==> config.mk <==
export PLATFORM = sky130hd
export DESIGN_NAME = spi_reg_bridge
export DESIGN_NICKNAME = d
export VERILOG_FILES = /design/src/rtl/spi_reg_pkg.sv /design/src/rtl/spi_sync_edge.sv /design/src/rtl/spi_reg_bridge.sv
export SDC_FILE = /design/constraint.sdc
export NUM_CORES = 1
export LEC_CHECK = 0
export ABC_AREA = 1
export BUFFER_PORTS_ARGS = -buffer_cell sky130_fd_sc_hd__buf_2
export CORE_MARGIN = 4
export CORE_UTILIZATION = 40
export CTS_BUF_LIST = sky130_fd_sc_hd__clkbuf_16
export CTS_CLUSTER_SIZE = 12
export DETAILED_ROUTE_END_ITERATION = 10
export PLACE_DENSITY = 0.65
export RECOVER_POWER = 50
export SYNTH_ARGS = -nofsm -noshare
export SYNTH_HDL_FRONTEND = slang
export SYNTH_SLANG_ARGS = --single-unit
==> constraint.sdc <==
create_clock -name sys_clk -period 4.8 [get_ports sys_clk]
set_clock_uncertainty 0.2 [all_clocks]
set_input_delay 0.96 -clock sys_clk [delete_from_list [all_inputs] [get_ports sys_clk]]
set_output_delay 0.96 -clock sys_clk [all_outputs]
set_load 0.01 [all_outputs]
==> src/rtl/spi_reg_pkg.sv <==
// Shared definitions for the SPI-to-register bridge.
//   spi_state_e  : frame FSM states
//   rd_flag_pos  : bit position of the read flag inside the ADDR_W-bit
//                  address word (the first bit shifted in, i.e. the MSB)
package spi_reg_pkg;

  typedef enum logic [2:0] {
    ST_IDLE  = 3'd0,
    ST_ADDR  = 3'd1,
    ST_DUMMY = 3'd2,
    ST_DATA  = 3'd3,
    ST_HOLD  = 3'd4
  } spi_state_e;

  // The read flag leads the address phase, so it lands in the MSB.
  function automatic int rd_flag_pos(input int addr_w);
    return addr_w - 1;
  endfunction

endpackage

==> src/rtl/spi_sync_edge.sv <==
// Synchroniser plus edge detector for one asynchronous SPI input.
//   clk_i  : system clock
//   rst_i  : synchronous active-high reset (chain returns to IDLE_VAL)
//   din_i  : asynchronous input pin
//   lvl_o  : synchronised level
//   rise_o : one-cycle pulse on a synchronised 0->1 transition
//   fall_o : one-cycle pulse on a synchronised 1->0 transition
module spi_sync_edge #(
  parameter int   STAGES   = 2,
  parameter logic IDLE_VAL = 1'b0
) (
  input  logic clk_i,
  input  logic rst_i,
  input  logic din_i,
  output logic lvl_o,
  output logic rise_o,
  output logic fall_o
);

  logic [STAGES-1:0] sync_q;
  logic              prev_q;

  always_ff @(posedge clk_i) begin
    if (rst_i) begin
      sync_q <= {STAGES{IDLE_VAL}};
      prev_q <= IDLE_VAL;
    end else begin
      sync_q <= {sync_q[STAGES-2:0], din_i};
      prev_q <= sync_q[STAGES-1];
    end
  end

  assign lvl_o  = sync_q[STAGES-1];
  assign rise_o = sync_q[STAGES-1] & ~prev_q;
  assign fall_o = ~sync_q[STAGES-1] & prev_q;

endmodule

==> src/rtl/spi_reg_bridge.sv <==
// SPI (mode 0) slave to parallel register-bus bridge, single sys_clk domain.
// Frame: ADDR_W address bits (MSB = read flag), DUMMY_CYCLES idle clocks,
// then DATA_W data bits, all MSB first.
// Optional feature: define SPI_REG_BRIDGE_BURST_EN to keep streaming words
// at consecutive addresses while CS stays low.
//   sys_clk, sys_rst     : clock, synchronous active-high reset
//   spi_clk, spi_cs_n,
//   spi_mosi, spi_miso   : SPI slave pins
//   reg_addr, reg_wdata,
//   reg_we, reg_re       : register bus request (one-cycle strobes)
//   reg_rdata            : read data, valid one cycle after reg_re
//   frame_err            : one-cycle pulse when CS rises mid-word
module spi_reg_bridge
  import spi_reg_pkg::*;
#(
  parameter int ADDR_W       = 8,
  parameter int DATA_W       = 16,
  parameter int DUMMY_CYCLES = 8,
  parameter int SYNC_STAGES  = 2
) (
  input  logic              sys_clk,
  input  logic              sys_rst,
  input  logic              spi_clk,
  input  logic              spi_cs_n,
  input  logic              spi_mosi,
  output logic              spi_miso,
  output logic [ADDR_W-2:0] reg_addr,
  output logic [DATA_W-1:0] reg_wdata,
  output logic              reg_we,
  output logic              reg_re,
  input  logic [DATA_W-1:0] reg_rdata,
  output logic              frame_err
);

  localparam int              CNT_W      = 6;
  localparam int              RD_POS     = rd_flag_pos(ADDR_W);
  localparam logic [CNT_W-1:0] LAST_ADDR  = CNT_W'(ADDR_W - 1);
  localparam logic [CNT_W-1:0] LAST_DUMMY = CNT_W'(DUMMY_CYCLES - 1);
  localparam logic [CNT_W-1:0] LAST_DATA  = CNT_W'(DATA_W - 1);
  localparam logic [CNT_W-1:0] CNT_ONE    = CNT_W'(1);
  localparam logic [ADDR_W-2:0] ADDR_ONE  = (ADDR_W-1)'(1);

  logic sclk_lvl, sclk_rise, sclk_fall;
  logic cs_lvl, cs_rise, cs_fall;
  logic mosi_s, mosi_rise, mosi_fall;
  logic unused_sync;

  spi_sync_edge #(.STAGES(SYNC_STAGES), .IDLE_VAL(1'b0)) u_sync_sclk (
    .clk_i(sys_clk), .rst_i(sys_rst), .din_i(spi_clk),
    .lvl_o(sclk_lvl), .rise_o(sclk_rise), .fall_o(sclk_fall)
  );
  spi_sync_edge #(.STAGES(SYNC_STAGES), .IDLE_VAL(1'b1)) u_sync_cs (
    .clk_i(sys_clk), .rst_i(sys_rst), .din_i(spi_cs_n),
    .lvl_o(cs_lvl), .rise_o(cs_rise), .fall_o(cs_fall)
  );
  spi_sync_edge #(.STAGES(SYNC_STAGES), .IDLE_VAL(1'b0)) u_sync_mosi (
    .clk_i(sys_clk), .rst_i(sys_rst), .din_i(spi_mosi),
    .lvl_o(mosi_s), .rise_o(mosi_rise), .fall_o(mosi_fall)
  );

  assign unused_sync = ^{sclk_lvl, mosi_rise, mosi_fall};

  spi_state_e          state_q, state_d;
  logic [CNT_W-1:0]    cnt_q, cnt_d;
  logic [ADDR_W-2:0]   addr_sh_q, addr_sh_d;
  logic [DATA_W-2:0]   wr_sh_q, wr_sh_d;
  logic [DATA_W-1:0]   rd_sh_q, rd_sh_d;
  logic                rd_q, rd_d;
  logic                words_q, words_d;
  logic [ADDR_W-2:0]   reg_addr_q, reg_addr_d;
  logic [DATA_W-1:0]   reg_wdata_q, reg_wdata_d;
  logic                reg_we_q, reg_we_d;
  logic                reg_re_q, reg_re_d;
  logic                re_dly_q, re_dly_d;
  logic                miso_q, miso_d;
  logic                ferr_q, ferr_d;
  logic                armed_q, armed_d;
  logic [2:0]          arm_cnt_q, arm_cnt_d;
  logic [ADDR_W-1:0]   addr_full;
  logic [DATA_W-1:0]   wdata_full;

  always_comb begin
    state_d     = state_q;
    cnt_d       = cnt_q;
    addr_sh_d   = addr_sh_q;
    wr_sh_d     = wr_sh_q;
    rd_sh_d     = rd_sh_q;
    rd_d        = rd_q;
    words_d     = words_q;
    reg_addr_d  = reg_addr_q;
    reg_wdata_d = reg_wdata_q;
    reg_we_d    = 1'b0;
    reg_re_d    = 1'b0;
    re_dly_d    = reg_re_q;
    miso_d      = miso_q;
    ferr_d      = 1'b0;
    armed_d     = armed_q;
    arm_cnt_d   = arm_cnt_q;
    addr_full   = {addr_sh_q, mosi_s};
    wdata_full  = {wr_sh_q, mosi_s};

    // After reset the CS chain holds its reset value, not the pin. Only
    // once CS has been seen high from real samples is a fall trusted, so a
    // frame interrupted by reset is never picked up half-way.
    if (!cs_lvl) begin
      arm_cnt_d = '0;
    end else if (!armed_q) begin
      if (arm_cnt_q >= 3'(SYNC_STAGES)) armed_d = 1'b1;
      else                              arm_cnt_d = arm_cnt_q + 3'd1;
    end

    // Slave returns read data one cycle after reg_re.
    if (re_dly_q) rd_sh_d = reg_rdata;

    unique case (state_q)
      ST_IDLE: begin
        cnt_d   = '0;
        miso_d  = 1'b0;
        words_d = 1'b0;
        if (cs_fall && armed_q) state_d = ST_ADDR;
      end
      ST_ADDR: begin
        if (sclk_rise) begin
          addr_sh_d = addr_full[ADDR_W-2:0];
          if (cnt_q == LAST_ADDR) begin
            cnt_d      = '0;
            state_d    = ST_DUMMY;
            rd_d       = addr_full[RD_POS];
            reg_addr_d = addr_full[ADDR_W-2:0];
            reg_re_d   = addr_full[RD_POS];
          end else begin
            cnt_d = cnt_q + CNT_ONE;
          end
        end
      end
      ST_DUMMY: begin
        if (sclk_rise) begin
          if (cnt_q == LAST_DUMMY) begin
            cnt_d   = '0;
            state_d = ST_DATA;
          end else begin
            cnt_d = cnt_q + CNT_ONE;
          end
        end
      end
      ST_DATA: begin
        // Mode 0: drive the next bit after each fall so it is stable by the rise.
        if (sclk_fall && rd_q) begin
          miso_d  = rd_sh_q[DATA_W-1];
          rd_sh_d = {rd_sh_q[DATA_W-2:0], 1'b0};
        end
        if (sclk_rise) begin
          if (!rd_q) wr_sh_d = wdata_full[DATA_W-2:0];
          // Burst writes advance the address at the first bit of the next
          // word so the previous word's strobe still sees its own address.
          if (words_q && (cnt_q == '0) && !rd_q) reg_addr_d = reg_addr_q + ADDR_ONE;
          if (cnt_q == LAST_DATA) begin
            cnt_d = '0;
            if (!rd_q) begin
              reg_we_d    = 1'b1;
              reg_wdata_d = wdata_full;
            end
`ifdef SPI_REG_BRIDGE_BURST_EN
            words_d = 1'b1;
            // Prefetch the next word now so its MSB is ready by the next fall.
            if (rd_q) begin
              reg_addr_d = reg_addr_q + ADDR_ONE;
              reg_re_d   = 1'b1;
            end
`else
            state_d = ST_HOLD;
            miso_d  = 1'b0;
`endif
          end else begin
            cnt_d = cnt_q + CNT_ONE;
          end
        end
      end
      ST_HOLD: begin
        miso_d = 1'b0;
      end
      default: begin
        state_d = ST_IDLE;
      end
    endcase

    // CS high ends any frame; a rise before a word completes is an error.
    if (cs_lvl) begin
      if (cs_rise && ((state_q == ST_ADDR) || (state_q == ST_DUMMY) ||
                      ((state_q == ST_DATA) && !((cnt_q == '0) && words_q))))
        ferr_d = 1'b1;
      state_d  = ST_IDLE;
      cnt_d    = '0;
      miso_d   = 1'b0;
      reg_we_d = 1'b0;
      reg_re_d = 1'b0;
    end
  end

  always_ff @(posedge sys_clk) begin
    if (sys_rst) begin
      state_q     <= ST_IDLE;
      cnt_q       <= '0;
      rd_q        <= 1'b0;
      words_q     <= 1'b0;
      reg_addr_q  <= '0;
      reg_wdata_q <= '0;
      reg_we_q    <= 1'b0;
      reg_re_q    <= 1'b0;
      re_dly_q    <= 1'b0;
      miso_q      <= 1'b0;
      ferr_q      <= 1'b0;
      armed_q     <= 1'b0;
      arm_cnt_q   <= '0;
    end else begin
      state_q     <= state_d;
      cnt_q       <= cnt_d;
      rd_q        <= rd_d;
      words_q     <= words_d;
      reg_addr_q  <= reg_addr_d;
      reg_wdata_q <= reg_wdata_d;
      reg_we_q    <= reg_we_d;
      reg_re_q    <= reg_re_d;
      re_dly_q    <= re_dly_d;
      miso_q      <= miso_d;
      ferr_q      <= ferr_d;
      armed_q     <= armed_d;
      arm_cnt_q   <= arm_cnt_d;
    end
  end

  // Shift registers carry data only; their contents are qualified by the FSM.
  always_ff @(posedge sys_clk) begin
    addr_sh_q <= addr_sh_d;
    wr_sh_q   <= wr_sh_d;
    rd_sh_q   <= rd_sh_d;
  end

  assign spi_miso  = miso_q;
  assign reg_addr  = reg_addr_q;
  assign reg_wdata = reg_wdata_q;
  assign reg_we    = reg_we_q;
  assign reg_re    = reg_re_q;
  assign frame_err = ferr_q;

endmodule

==> metrics <==
PwrDens 423 nW/um^2; I/O pin count 48; worst stage delay on the critical path 0.86 ns; Avg Inst Size Synth roughly 8.8 um^2; hold worst-path end u_sync_sclk.sync_q[1]$_SDFF_PP0_; CP Cell Sequence clkbuf_1, inv_1, nand2_1, nor3_1; Lkg Pwr between 1.5 and 2 nW; dpl hpwl 4330 um; Hold Buf Count CTS 0; CTS clk-pin slew, worst paths roughly 0.060 ns; global-route wire length before repair approximately 11,000 um; vias per std cell between 4 and 5; Wirelength per Cell between 10 and 15 um; FF+latch count, synth between 80 and 90; Crit Path Max Fanout 27; pre-CTS setup slack 2.37 ns; final setup fails 0; H-tree depth 3; Slew HR between 10% and 20%; die height around 100 um; via count roughly 2,600; post-synth top area share between 30% and 40%; crit path capture type flop; P_sw roughly 340 uW; path depth of the worst reg2reg path 5; fmax roughly 400 MHz; CTS tree yes; Die Wd about 100 um; maximum vdd drop approximately 0.23 mV; Post-CTS Resized 0; Slowest-stage cell, CP clkbuf_1; Initial DRC Count 157; WHS Path Cells 2; clock sinks approximately 90; Net count, final roughly 450; Distinct cells, synth 30; share of layout cells above drive strength 1 between 10% and 20%; first-pass iteration count of the detailed router 4; Comb pwr share roughly 4.6%; GPL Wtd Cong just over 0.8; Setup Crit Path Kind in -> reg; Clock Power Share between 40% and 50%; Final Instance Area slightly below 4000 um^2; Synth area leader dfxtp_1; worst skew pair latency 0.33 ns; sequential element share of the synthesized area 60.0%; Net Sw Frac approximately a fifth; critical path's top delay family buffers and inverters; total core area between 7000 and 8000 um^2; fin. max-slew vios 0; Fin. Hold Viols 0; main flop type after synthesis dfxtp_1; Worst Hold Class reg -> reg; non-filler instance count after layout roughly 530; hold_ws about 0.21 ns; Syn-to-layout area delta 18.6%; sequential power share between 40% and 50%; unrepaired setup endpoints after global routing no; Mapped Cells between 300 and 400; placed insts slightly above 500; Register-to-Register Setup Slack 2.36 ns; ant diodes 0; IO buf count 47; gr usage total between 10% and 20%; crit share post-route ~52%; number of synthesis warnings 0; postcts setup bufs 0; Setup crit start kind primary input; Post-synth ARST share 0%; # DRC 0; Power, Total 1.66 mW; Synth Cell Area between 3000 and 4000 um^2; Critical Path AT 2.52 ns; maxcap violations 0; die area 9780 um^2; critical hold path startpoint u_sync_sclk.sync_q[0]$_SDFF_PP0_; fill cell count about 750; Final Critical Period between 2 and 3 ns; Post-Route WL 6400 um; status completed; initial core utilization between 40% and 50%; Post-synth EDFFs 22; Post-Place Cell Area 3600 um^2; FF-to-FF Start state_q[0]$_SDFFE_PP0P_; TritonCTS Buffers 9; vias in the first global route around 2,400; CP required around 4.8 ns; initial antenna violation count 0; Worst Tran Pin Value ~1.2 ns; antenna viol nets, final 0; Final WS setup 2.30 ns; CTS max path bufs 2; setup total negative slack 0 ns; Critical R2R Capture rd_sh_q[15]$_DFF_P_; Post-Syn Nets approximately 400; P_int 1.32 mW; WP buf/inv 2; ranking of synthesized cells by area dfxtp_1, edfxtp_1, nand2_1; gr ovfl total 0; clock root buffer clkbuf_16; largest net degree at the start of global routing 33; final core occ 49.7%; num rows 32
[per-layer routing]
layer  vias up  GRT usage [%]  share of wire, %
met5         -              0                 0
met4         0           5.04               1.1
met3         5           4.25               5.4
met2        47           21.1                45
met1      1215           17.6                48
li1       1323              -                 -
[worst register-to-register path, cell delays in order (launching register included)]
cell     delay [ns]
dfxtp_1        0.49
nand2_2        0.11
nor2_4         0.15
nand4_1        0.88
nor2_1         0.35
a31oi_1        0.08
[power groups by stage]
stage	clock network (mW)	registers [mW]	logic [mW]
3_5_place_dp	0	0.815	0.0759
5_1_grt	0.840	0.803	0.0875
3_3_place_gp	0	0.815	0.0719
6_report	0.784	0.800	0.0758
4_1_cts	0.802	0.800	0.0764
2_1_floorplan	0	0.811	0.0573
[worst max path at each step]
| stage | start | endpoint | slack [ns] | depth (start not counted) |
|---|---|---|---|---|
| 2_1_floorplan | state_q[0]$_SDFFE_PP0P_ | wr_sh_q[0]$_DFFE_PP_ | 2.43 | 5 |
| 3_3_place_gp | state_q[0]$_SDFFE_PP0P_ | spi_miso$_SDFFE_PP0P_ | 2.46 | 6 |
| 3_5_place_dp | state_q[0]$_SDFFE_PP0P_ | spi_miso$_SDFFE_PP0P_ | 2.37 | 6 |
| 4_1_cts | state_q[0]$_SDFFE_PP0P_ | spi_miso$_SDFFE_PP0P_ | 2.37 | 6 |
| 5_1_grt | state_q[0]$_SDFFE_PP0P_ | rd_sh_q[15]$_DFF_P_ | 2.03 | 5 |
| 6_report | sys_rst | frame_err$_SDFF_PP0_ | 2.30 | 4 |
[cells in the mapped netlist, types with 3 or more instances]
master,instances
edfxtp_1,22
nand2_1,99
inv_1,25
a31oi_1,15
dfxtp_1,66
nand3_1,10
nor3_1,6
a21oi_1,25
ha_1,3
clkbuf_1,8
or2_2,3
buf_2,3
nor2_1,58
o21ai_0,14
[cells by family (layout without fill, tap and decap cells)]
family                   Yosys count  in the layout  synth area share [%]
AND/OR/NAND/NOR                  185            185                  23.4
flip-flops                        88             88                  60.0
AO/OA/AOI/OAI                     58             58                  9.73
buffers and inverters             42             92                  5.49
adder cells (fa/ha/maj)            3              3                  1.14
XOR/XNOR                           1              1                 0.265
[sequential cells by signal, summed over array words and instances, names as in the netlist]
| name | count |
|---|---|
| u_sync_sclk.prev_q | 1 |
| rd_q | 1 |
| u_sync_cs.prev_q | 1 |
| reg_re | 1 |
| cnt_q | 6 |
| re_dly_q | 1 |
| spi_miso | 1 |
| reg_addr | 7 |
| arm_cnt_q | 3 |
| reg_we | 1 |
| armed_q | 1 |
| wr_sh_q | 15 |
| u_sync_cs.sync_q | 2 |
| reg_wdata | 16 |
| rd_sh_q | 16 |
| state_q | 3 |
| u_sync_mosi.sync_q | 2 |
| u_sync_sclk.sync_q | 2 |
| addr_sh_q | 7 |
| frame_err | 1 |
[cell usage in the layout (no fill, tap or decap), types with 5 or more instances in the layout]
master and count:
nand3_1 10, clkbuf_16 9, o21ai_0 14, inv_1 25, a31oi_1 15, nor2_1 58
dfxtp_1 66, clkbuf_1 24, nand2_1 99, a21oi_1 25, buf_2 23, edfxtp_1 22
nor3_1 5
[final cells by class]
cell class,instances,area (um^2),area share (%)
repair buffers,47,205,5.23
clock buffers,9,225,5.75
clock inverters,7,120,3.06
multi-input cells,247,1150,29.2
flip-flops and latches,88,1980,50.6
inverters,29,114,2.90
well taps,102,128,3.26
No activity file was read; power rests on OpenSTA's default activity.
